`src/rtl/pipe_trace_buffer_if.sv`:
```
// Capture tap from the WB stage plus the registered trace read port.
interface pipe_trace_buffer_if #(
  parameter int XLEN  = 32,
  parameter int REG_W = 5
);
  logic             cap_valid;
  logic [XLEN-1:0]  cap_pc;
  logic [31:0]      cap_inst;
  logic             cap_wb_en;
  logic [REG_W-1:0] cap_wb_reg;
  logic [XLEN-1:0]  cap_wb_data;
  logic             rd_en;
  logic             rd_valid;
  logic [XLEN-1:0]  rd_pc;
  logic [31:0]      rd_inst;
  logic             rd_wb_en;
  logic [REG_W-1:0] rd_wb_reg;
  logic [XLEN-1:0]  rd_wb_data;

  modport master (
    output cap_valid, cap_pc, cap_inst, cap_wb_en, cap_wb_reg, cap_wb_data, rd_en,
    input  rd_valid, rd_pc, rd_inst, rd_wb_en, rd_wb_reg, rd_wb_data
  );
  modport slave (
    input  cap_valid, cap_pc, cap_inst, cap_wb_en, cap_wb_reg, cap_wb_data, rd_en,
    output rd_valid, rd_pc, rd_inst, rd_wb_en, rd_wb_reg, rd_wb_data
  );
endinterface

```
`src/rtl/pipe_trace_buffer.sv`:
```
// Retirement trace buffer for the mips_32 pipeline: circular capture with
// free-run / PC-trigger modes, drained oldest-first through a registered port.
module pipe_trace_buffer #(
  parameter int XLEN   = 32,
  parameter int REG_W  = 5,
  parameter int DEPTH  = 16,
  parameter int ADDR_W = $clog2(DEPTH)
) (
  input  logic              clk,
  input  logic              reset,
  input  logic              arm,
  input  logic              mode,
  input  logic [XLEN-1:0]   trig_pc,
  input  logic [ADDR_W:0]   post_cnt,
  pipe_trace_buffer_if.slave bus,
  output logic [1:0]        state,
  output logic [ADDR_W:0]   count,
  output logic              triggered,
  output logic              overflow
);
  typedef enum logic [1:0] {S_IDLE = 2'd0, S_ARMED = 2'd1, S_POST = 2'd2, S_DONE = 2'd3} state_t;

  typedef struct packed {
    logic [XLEN-1:0]  pc;
    logic [31:0]      inst;
    logic             wb_en;
    logic [REG_W-1:0] wb_reg;
    logic [XLEN-1:0]  wb_data;
  } entry_t;

  localparam logic [ADDR_W:0] FULL = (ADDR_W+1)'(DEPTH);
  localparam logic [ADDR_W:0] MAXP = (ADDR_W+1)'(DEPTH-1);

  state_t            st_q, st_d;
  entry_t            mem [DEPTH];
  entry_t            rd_ent;
  logic [ADDR_W-1:0] wr_ptr, rd_ptr;
  logic [ADDR_W:0]   count_q, remaining, post_lat;
  logic              trig_q, ovf_q;
  logic              cap_we, trig_hit, full, rd_do;

  assign cap_we   = !arm && bus.cap_valid && (st_q == S_ARMED || st_q == S_POST);
  assign trig_hit = cap_we && st_q == S_ARMED && mode && bus.cap_pc == trig_pc;
  assign full     = count_q == FULL;
  assign rd_do    = !arm && st_q == S_DONE && bus.rd_en && count_q != '0;
  // Oldest entry sits count behind the write pointer; covers both wrapped and unwrapped fills.
  assign rd_ptr   = wr_ptr - count_q[ADDR_W-1:0];
  assign rd_ent   = mem[rd_ptr];

  always_ff @(posedge clk) begin
    if (reset) st_q <= S_IDLE;
    else       st_q <= st_d;
  end

  always_comb begin
    st_d = st_q;
    if (arm) st_d = S_ARMED;
    else if (cap_we) begin
      case (st_q)
        S_ARMED: begin
          if (!mode && count_q == FULL - 1'b1) st_d = S_DONE;
          else if (trig_hit) st_d = (post_lat == '0) ? S_DONE : S_POST;
        end
        S_POST:  if (remaining == (ADDR_W+1)'(1)) st_d = S_DONE;
        default: ;
      endcase
    end
  end

  always_ff @(posedge clk) begin
    if (cap_we) mem[wr_ptr] <= '{bus.cap_pc, bus.cap_inst, bus.cap_wb_en, bus.cap_wb_reg, bus.cap_wb_data};
  end

  always_ff @(posedge clk) begin
    if (reset) begin
      wr_ptr         <= '0;
      count_q        <= '0;
      trig_q         <= 1'b0;
      ovf_q          <= 1'b0;
      remaining      <= '0;
      post_lat       <= '0;
      bus.rd_valid   <= 1'b0;
      bus.rd_pc      <= '0;
      bus.rd_inst    <= '0;
      bus.rd_wb_en   <= 1'b0;
      bus.rd_wb_reg  <= '0;
      bus.rd_wb_data <= '0;
    end else begin
      bus.rd_valid <= rd_do;
      if (arm) begin
        wr_ptr    <= '0;
        count_q   <= '0;
        trig_q    <= 1'b0;
        ovf_q     <= 1'b0;
        remaining <= '0;
        post_lat  <= (post_cnt > MAXP) ? MAXP : post_cnt;
      end else if (cap_we) begin
        wr_ptr <= wr_ptr + 1'b1;
        if (full) ovf_q   <= 1'b1;
        else      count_q <= count_q + 1'b1;
        if (trig_hit) begin
          trig_q    <= 1'b1;
          remaining <= post_lat;
        end else if (st_q == S_POST) remaining <= remaining - 1'b1;
      end else if (rd_do) begin
        count_q        <= count_q - 1'b1;
        bus.rd_pc      <= rd_ent.pc;
        bus.rd_inst    <= rd_ent.inst;
        bus.rd_wb_en   <= rd_ent.wb_en;
        bus.rd_wb_reg  <= rd_ent.wb_reg;
        bus.rd_wb_data <= rd_ent.wb_data;
      end
    end
  end

  assign state     = st_q;
  assign count     = count_q;
  assign triggered = trig_q;
  assign overflow  = ovf_q;
endmodule

```
`src/flat_wrapper.sv`:
```
// flat-port wrapper written by rule: the top's interface ports become plain ports
module pipe_trace_buffer_flat 
#(
  parameter int XLEN   = 32,
  parameter int REG_W  = 5,
  parameter int DEPTH  = 16,
  parameter int ADDR_W = $clog2(DEPTH)
)
  (clk, reset, arm, mode, trig_pc, post_cnt, state, count, triggered, overflow, bus_cap_valid, bus_cap_pc, bus_cap_inst, bus_cap_wb_en, bus_cap_wb_reg, bus_cap_wb_data, bus_rd_en, bus_rd_valid, bus_rd_pc, bus_rd_inst, bus_rd_wb_en, bus_rd_wb_reg, bus_rd_wb_data);
  pipe_trace_buffer_if #(.XLEN(XLEN), .REG_W(REG_W)) bus_i ();
  input  logic clk;
  input  logic reset;
  input  logic arm;
  input  logic mode;
  input  logic [XLEN-1:0] trig_pc;
  input  logic [ADDR_W:0] post_cnt;
  output logic [1:0] state;
  output logic [ADDR_W:0] count;
  output logic triggered;
  output logic overflow;
  input wire logic [$bits(bus_i.cap_valid)-1:0] bus_cap_valid;
  input wire logic [$bits(bus_i.cap_pc)-1:0] bus_cap_pc;
  input wire logic [$bits(bus_i.cap_inst)-1:0] bus_cap_inst;
  input wire logic [$bits(bus_i.cap_wb_en)-1:0] bus_cap_wb_en;
  input wire logic [$bits(bus_i.cap_wb_reg)-1:0] bus_cap_wb_reg;
  input wire logic [$bits(bus_i.cap_wb_data)-1:0] bus_cap_wb_data;
  input wire logic [$bits(bus_i.rd_en)-1:0] bus_rd_en;
  output wire logic [$bits(bus_i.rd_valid)-1:0] bus_rd_valid;
  output wire logic [$bits(bus_i.rd_pc)-1:0] bus_rd_pc;
  output wire logic [$bits(bus_i.rd_inst)-1:0] bus_rd_inst;
  output wire logic [$bits(bus_i.rd_wb_en)-1:0] bus_rd_wb_en;
  output wire logic [$bits(bus_i.rd_wb_reg)-1:0] bus_rd_wb_reg;
  output wire logic [$bits(bus_i.rd_wb_data)-1:0] bus_rd_wb_data;
  assign bus_i.cap_valid = bus_cap_valid;
  assign bus_i.cap_pc = bus_cap_pc;
  assign bus_i.cap_inst = bus_cap_inst;
  assign bus_i.cap_wb_en = bus_cap_wb_en;
  assign bus_i.cap_wb_reg = bus_cap_wb_reg;
  assign bus_i.cap_wb_data = bus_cap_wb_data;
  assign bus_i.rd_en = bus_rd_en;
  assign bus_rd_valid = bus_i.rd_valid;
  assign bus_rd_pc = bus_i.rd_pc;
  assign bus_rd_inst = bus_i.rd_inst;
  assign bus_rd_wb_en = bus_i.rd_wb_en;
  assign bus_rd_wb_reg = bus_i.rd_wb_reg;
  assign bus_rd_wb_data = bus_i.rd_wb_data;
  pipe_trace_buffer #(.XLEN(XLEN), .REG_W(REG_W), .DEPTH(DEPTH), .ADDR_W(ADDR_W)) u_core (.clk(clk), .reset(reset), .arm(arm), .mode(mode), .trig_pc(trig_pc), .post_cnt(post_cnt), .bus(bus_i), .state(state), .count(count), .triggered(triggered), .overflow(overflow));
endmodule
```
`config.mk`:
```
export PLATFORM = sky130hd
export DESIGN_NAME = pipe_trace_buffer_flat
export DESIGN_NICKNAME = d
export VERILOG_FILES = /design/src/rtl/pipe_trace_buffer_if.sv /design/src/rtl/pipe_trace_buffer.sv /design/src/flat_wrapper.sv
export SDC_FILE = /design/constraint.sdc
export NUM_CORES = 2
export LEC_CHECK = 0
export CAP_MARGIN = 20
export CORE_ASPECT_RATIO = 0.8
export CORE_UTILIZATION = 60
export DETAILED_ROUTE_END_ITERATION = 6
export MAX_ROUTING_LAYER = met4
export PLACE_DENSITY = 0.9
export SLEW_MARGIN = 20
export SYNTH_ARGS = -nofsm -noshare
export SYNTH_HDL_FRONTEND = slang
export SYNTH_SLANG_ARGS = --single-unit
export TNS_END_PERCENT = 5
```
`constraint.sdc`:
```
create_clock -name clk -period 15.6 [get_ports clk]
set_input_delay 3.12 -clock clk [delete_from_list [all_inputs] [get_ports clk]]
set_output_delay 3.12 -clock clk [all_outputs]
set_load 0.02 [all_outputs]
```
==> metrics.md <==
| Metric | Value |
|---|---|
| Die H | 302 µm |
| CORE AREA | 111000 µm² |
| Final non-filler cell total | 5210 |
| Cells on Worst Hold Path | 2 |
| Synthesis warning total | 0 |
| Drt pass-1 iters | 6 |
| Filler cell count | 5968 |
| Routed WL per cell | 35.5 µm |
| Post-synthesis cell type count | 47 |
| Post-cts resize count | 0 |
| Clock power share | 41.3% |
| Syn Area/Cell | 20.5 µm² |
| Post-DRT Antenna Nets | 0 |
| CTS clk-pin slew, worst paths | 0.06 ns |
| Comb pwr share | 4.8% |
| Number of vias per cell | 7.16 |
| Crit start category | input pin |
| Placed insts | 4908 |
| Syn nets | 3452 |
| FF+latch count, synth | 1758 |
| Fin Setup TNS | 0 ns |
| Cell count after synthesis | 3290 |
| # setup viols final | 0 |
| Fin crit share | 41.6% |
| Actual slew at the worst max-slew pin | 1.26 ns |
| Via count | 37295 |
| Effective utilization at floorplan | 60.9% |
| First-pass GRT wire length | 265 mm |
| Clock Tree Buf Depth | 3 |
| Worst Reg-to-Reg Cells | 10 |
| Setup repair bufs after CTS | 0 |
| Synth-to-layout area growth | 13.9% |
| Ys flop type | edfxtp_1 |
| Post-synth EDFFs | 1632 |
| Die area | 114000 µm² |
| Row cnt | 109 |
| Final slew viol count | 0 |
| Crit end category | register |
| Status | completed |
| Tightest Hold Check Type | reg -> reg |
| Final Hold Vio Count | 0 |
| Critical setup path kind | in -> reg |
| Count of maximum capacitance violations | 0 |
| Routed wire length | 185 mm |
| Int Power | 7.48 mW |
| Leakage power | 24.5 nW |
| WP data required | 15.99 ns |
| CTS tree | done |
| Synthesized area | 67600 µm² |
| Net Sw Power | 2.08 mW |
| Max FFs per register | 1632 |
| Total grt overflow | 0 |
| Max IR drop VDD | 0.000114 V |
| Die X | 377 µm |
| Max Fclk | 154 MHz |
| H-tree levels | 4 |
| Boundary pin count | 257 |
| Met2 track demand over resource | 51.7% |
| Async SR Flop Fraction | 0% |
| Residual DRC count | 0 |
| GRT met1 Usage | 43.2% |
| Switching part of the total | 21.8% |
| Sequential power share | 53.9% |
| Input/output buffers | 256 |
| Iteration-0 DRC Markers | 5907 |
| Clk_skew | 0.0321 ns |
| CTS sink cnt | 1758 |
| GRT Total Usage | 33.8% |
| Critical Path AT | 6.88 ns |
| Register area | 51500 µm² |
| RSZ-0062 raised after global routing | false |
| CTS buffer count | 156 |
| Tmin final | 6.50 ns |
| Pwr Density | 124 nW/µm² |
| Worst skew pair latency | 0.78 ns |
| Most Crowded Layer GR | met2 |
| Max Fanout on Critical Path | 43 |
| Sequential-to-total area share from yosys stat | 76.3% |
| Area of the multi-input gates | 15300 µm² |
| Largest net degree at the start of global routing | 140 |
| Initial antenna violation count | 13 |
| Nets | 3730 |
| Root buffer cell | clkbuf_16 |
| Slew Limit Headroom | 15.5% |
| Reg with most FFs | u_core.mem |
| Share of layout cells above drive strength 1 | 23.9% |
| Grt met3 use | 8.33% |
| HPWL after DPL | 88.9 mm |
| Vias in the first global route | 37522 |
| Routability Congestion | 0.780 |
| Post-CTS Hold Buffers | 0 |
==> logic make-up (layout without fill, tap and decap cells) <==
group | Yosys count | count (layout) | share of synthesized area [%]
adders and majority gates | 17 | 17 | 0.337
xor gates and xnor gates | 40 | 40 | 0.530
buffers and inverters | 213 | 622 | 1.43
other | 0 | 13 | 0
and+or+nand+nor | 406 | 406 | 2.41
DFF | 1758 | 1758 | 76.3
AOI/OAI and AO/OA | 341 | 341 | 3.66
muxes | 515 | 515 | 15.4
==> layout make-up <==
type,count,area share [%]
diodes,13,0.0423
flip-flops and latches,1758,67.0
inverters,12,0.0585
clock buffers,214,5.62
repair buffers,321,4.04
well taps,1498,2.44
multi-input cells,1319,19.8
clock inverters,75,1.03
==> stage by stage <==
step           instance area (µm²)  utilization, %  power (mW)  hold WS (ns)  worst slack (ns)
2_1_floorplan                67600               -        5.50         0.422              4.01
3_3_place_gp                 71800            64.7        5.67         0.433              8.59
3_5_place_dp                 71800            64.7        5.69         0.446              8.45
4_1_cts                      76900            69.3        9.56         0.453              9.22
5_1_grt                      77000            69.3        9.74         0.479              9.09
6_report                     77000            69.3        9.57         0.455              9.10
==> worst max-delay path, stage by stage <==
cell             delay [ns]
clkdlybuf4s50_1        0.60
nor3b_2                0.25
buf_4                  0.29
nand2_1                0.28
nor2_4                 0.75
buf_4                  0.77
buf_4                  0.68
==> cell usage after synthesis (all sizes together), types with 3 or more instances <==
master | number | share of area, %
dfxtp | 126 | 3.7
o22ai | 4 | 0.037
o21ai | 5 | 0.037
nand3 | 8 | 0.059
a21oi | 214 | 1.6
ha | 15 | 0.28
edfxtp | 1632 | 73
mux4 | 408 | 14
nand2 | 222 | 1.2
a31oi | 5 | 0.046
or2 | 3 | 0.028
mux2i | 4 | 0.059
o21a | 3 | 0.033
xor2 | 34 | 0.45
buf | 98 | 0.80
mux2 | 103 | 1.7
xnor2 | 6 | 0.078
a311oi | 102 | 1.8
inv | 12 | 0.067
nand4 | 4 | 0.037
nand2b | 4 | 0.037
nor2 | 137 | 0.76
nor4 | 9 | 0.083
nor3 | 10 | 0.074
clkbuf | 103 | 0.57
==> power by group through the flow <==
stage | clock network, mW | logic [mW] | registers (mW)
2_1_floorplan | 0 | 0.237 | 5.26
6_report | 3.95 | 0.455 | 5.16
5_1_grt | 4.11 | 0.473 | 5.16
3_5_place_dp | 0 | 0.427 | 5.26
4_1_cts | 3.95 | 0.448 | 5.16
3_3_place_gp | 0 | 0.411 | 5.26
==> path summary, 6_finish.rpt <==
kind / startpoint / end / slack (ns)
setup / recovery: arm / u_core.mem[14][27]$_DFFE_PP_ / 9.10
hold / removal: u_core.post_lat[4]$_SDFFE_PP0P_ / u_core.post_lat[4]$_SDFFE_PP0P_ / 0.46
setup reg to reg: u_core.wr_ptr[0]$_SDFFE_PP0P_ / u_core.bus.rd_pc[0]$_SDFFE_PP0P_ / 9.33
hold reg to reg: u_core.post_lat[4]$_SDFFE_PP0P_ / u_core.post_lat[4]$_SDFFE_PP0P_ / 0.46
==> metal layers <==
layer  vias up  share of wire [%]
met5         -                  0
met4         0                4.6
met3       600                 13
met2      3870                 49
met1     18779                 34
li1      14046                  -
==> cells in the final DEF, fill, tap and decap left out, drive strengths merged, types with 3 or more instances in the layout <==
master	instances
xnor2	6
o21ai	5
clkdlybuf4s50	255
a31oi	5
ha	15
diode	13
bufinv	12
mux2	103
nand4	4
mux2i	4
a311oi	102
mux4	408
or2	3
a21oi	214
nor3	10
nor4	9
xor2	34
nand3	8
o21a	3
o22ai	4
clkinv	52
nor2	137
clkbuf	214
nand2b	4
edfxtp	1632
nand2	222
buf	66
dfxtp	126
inv	21
Power figures use the tool's default switching activity.
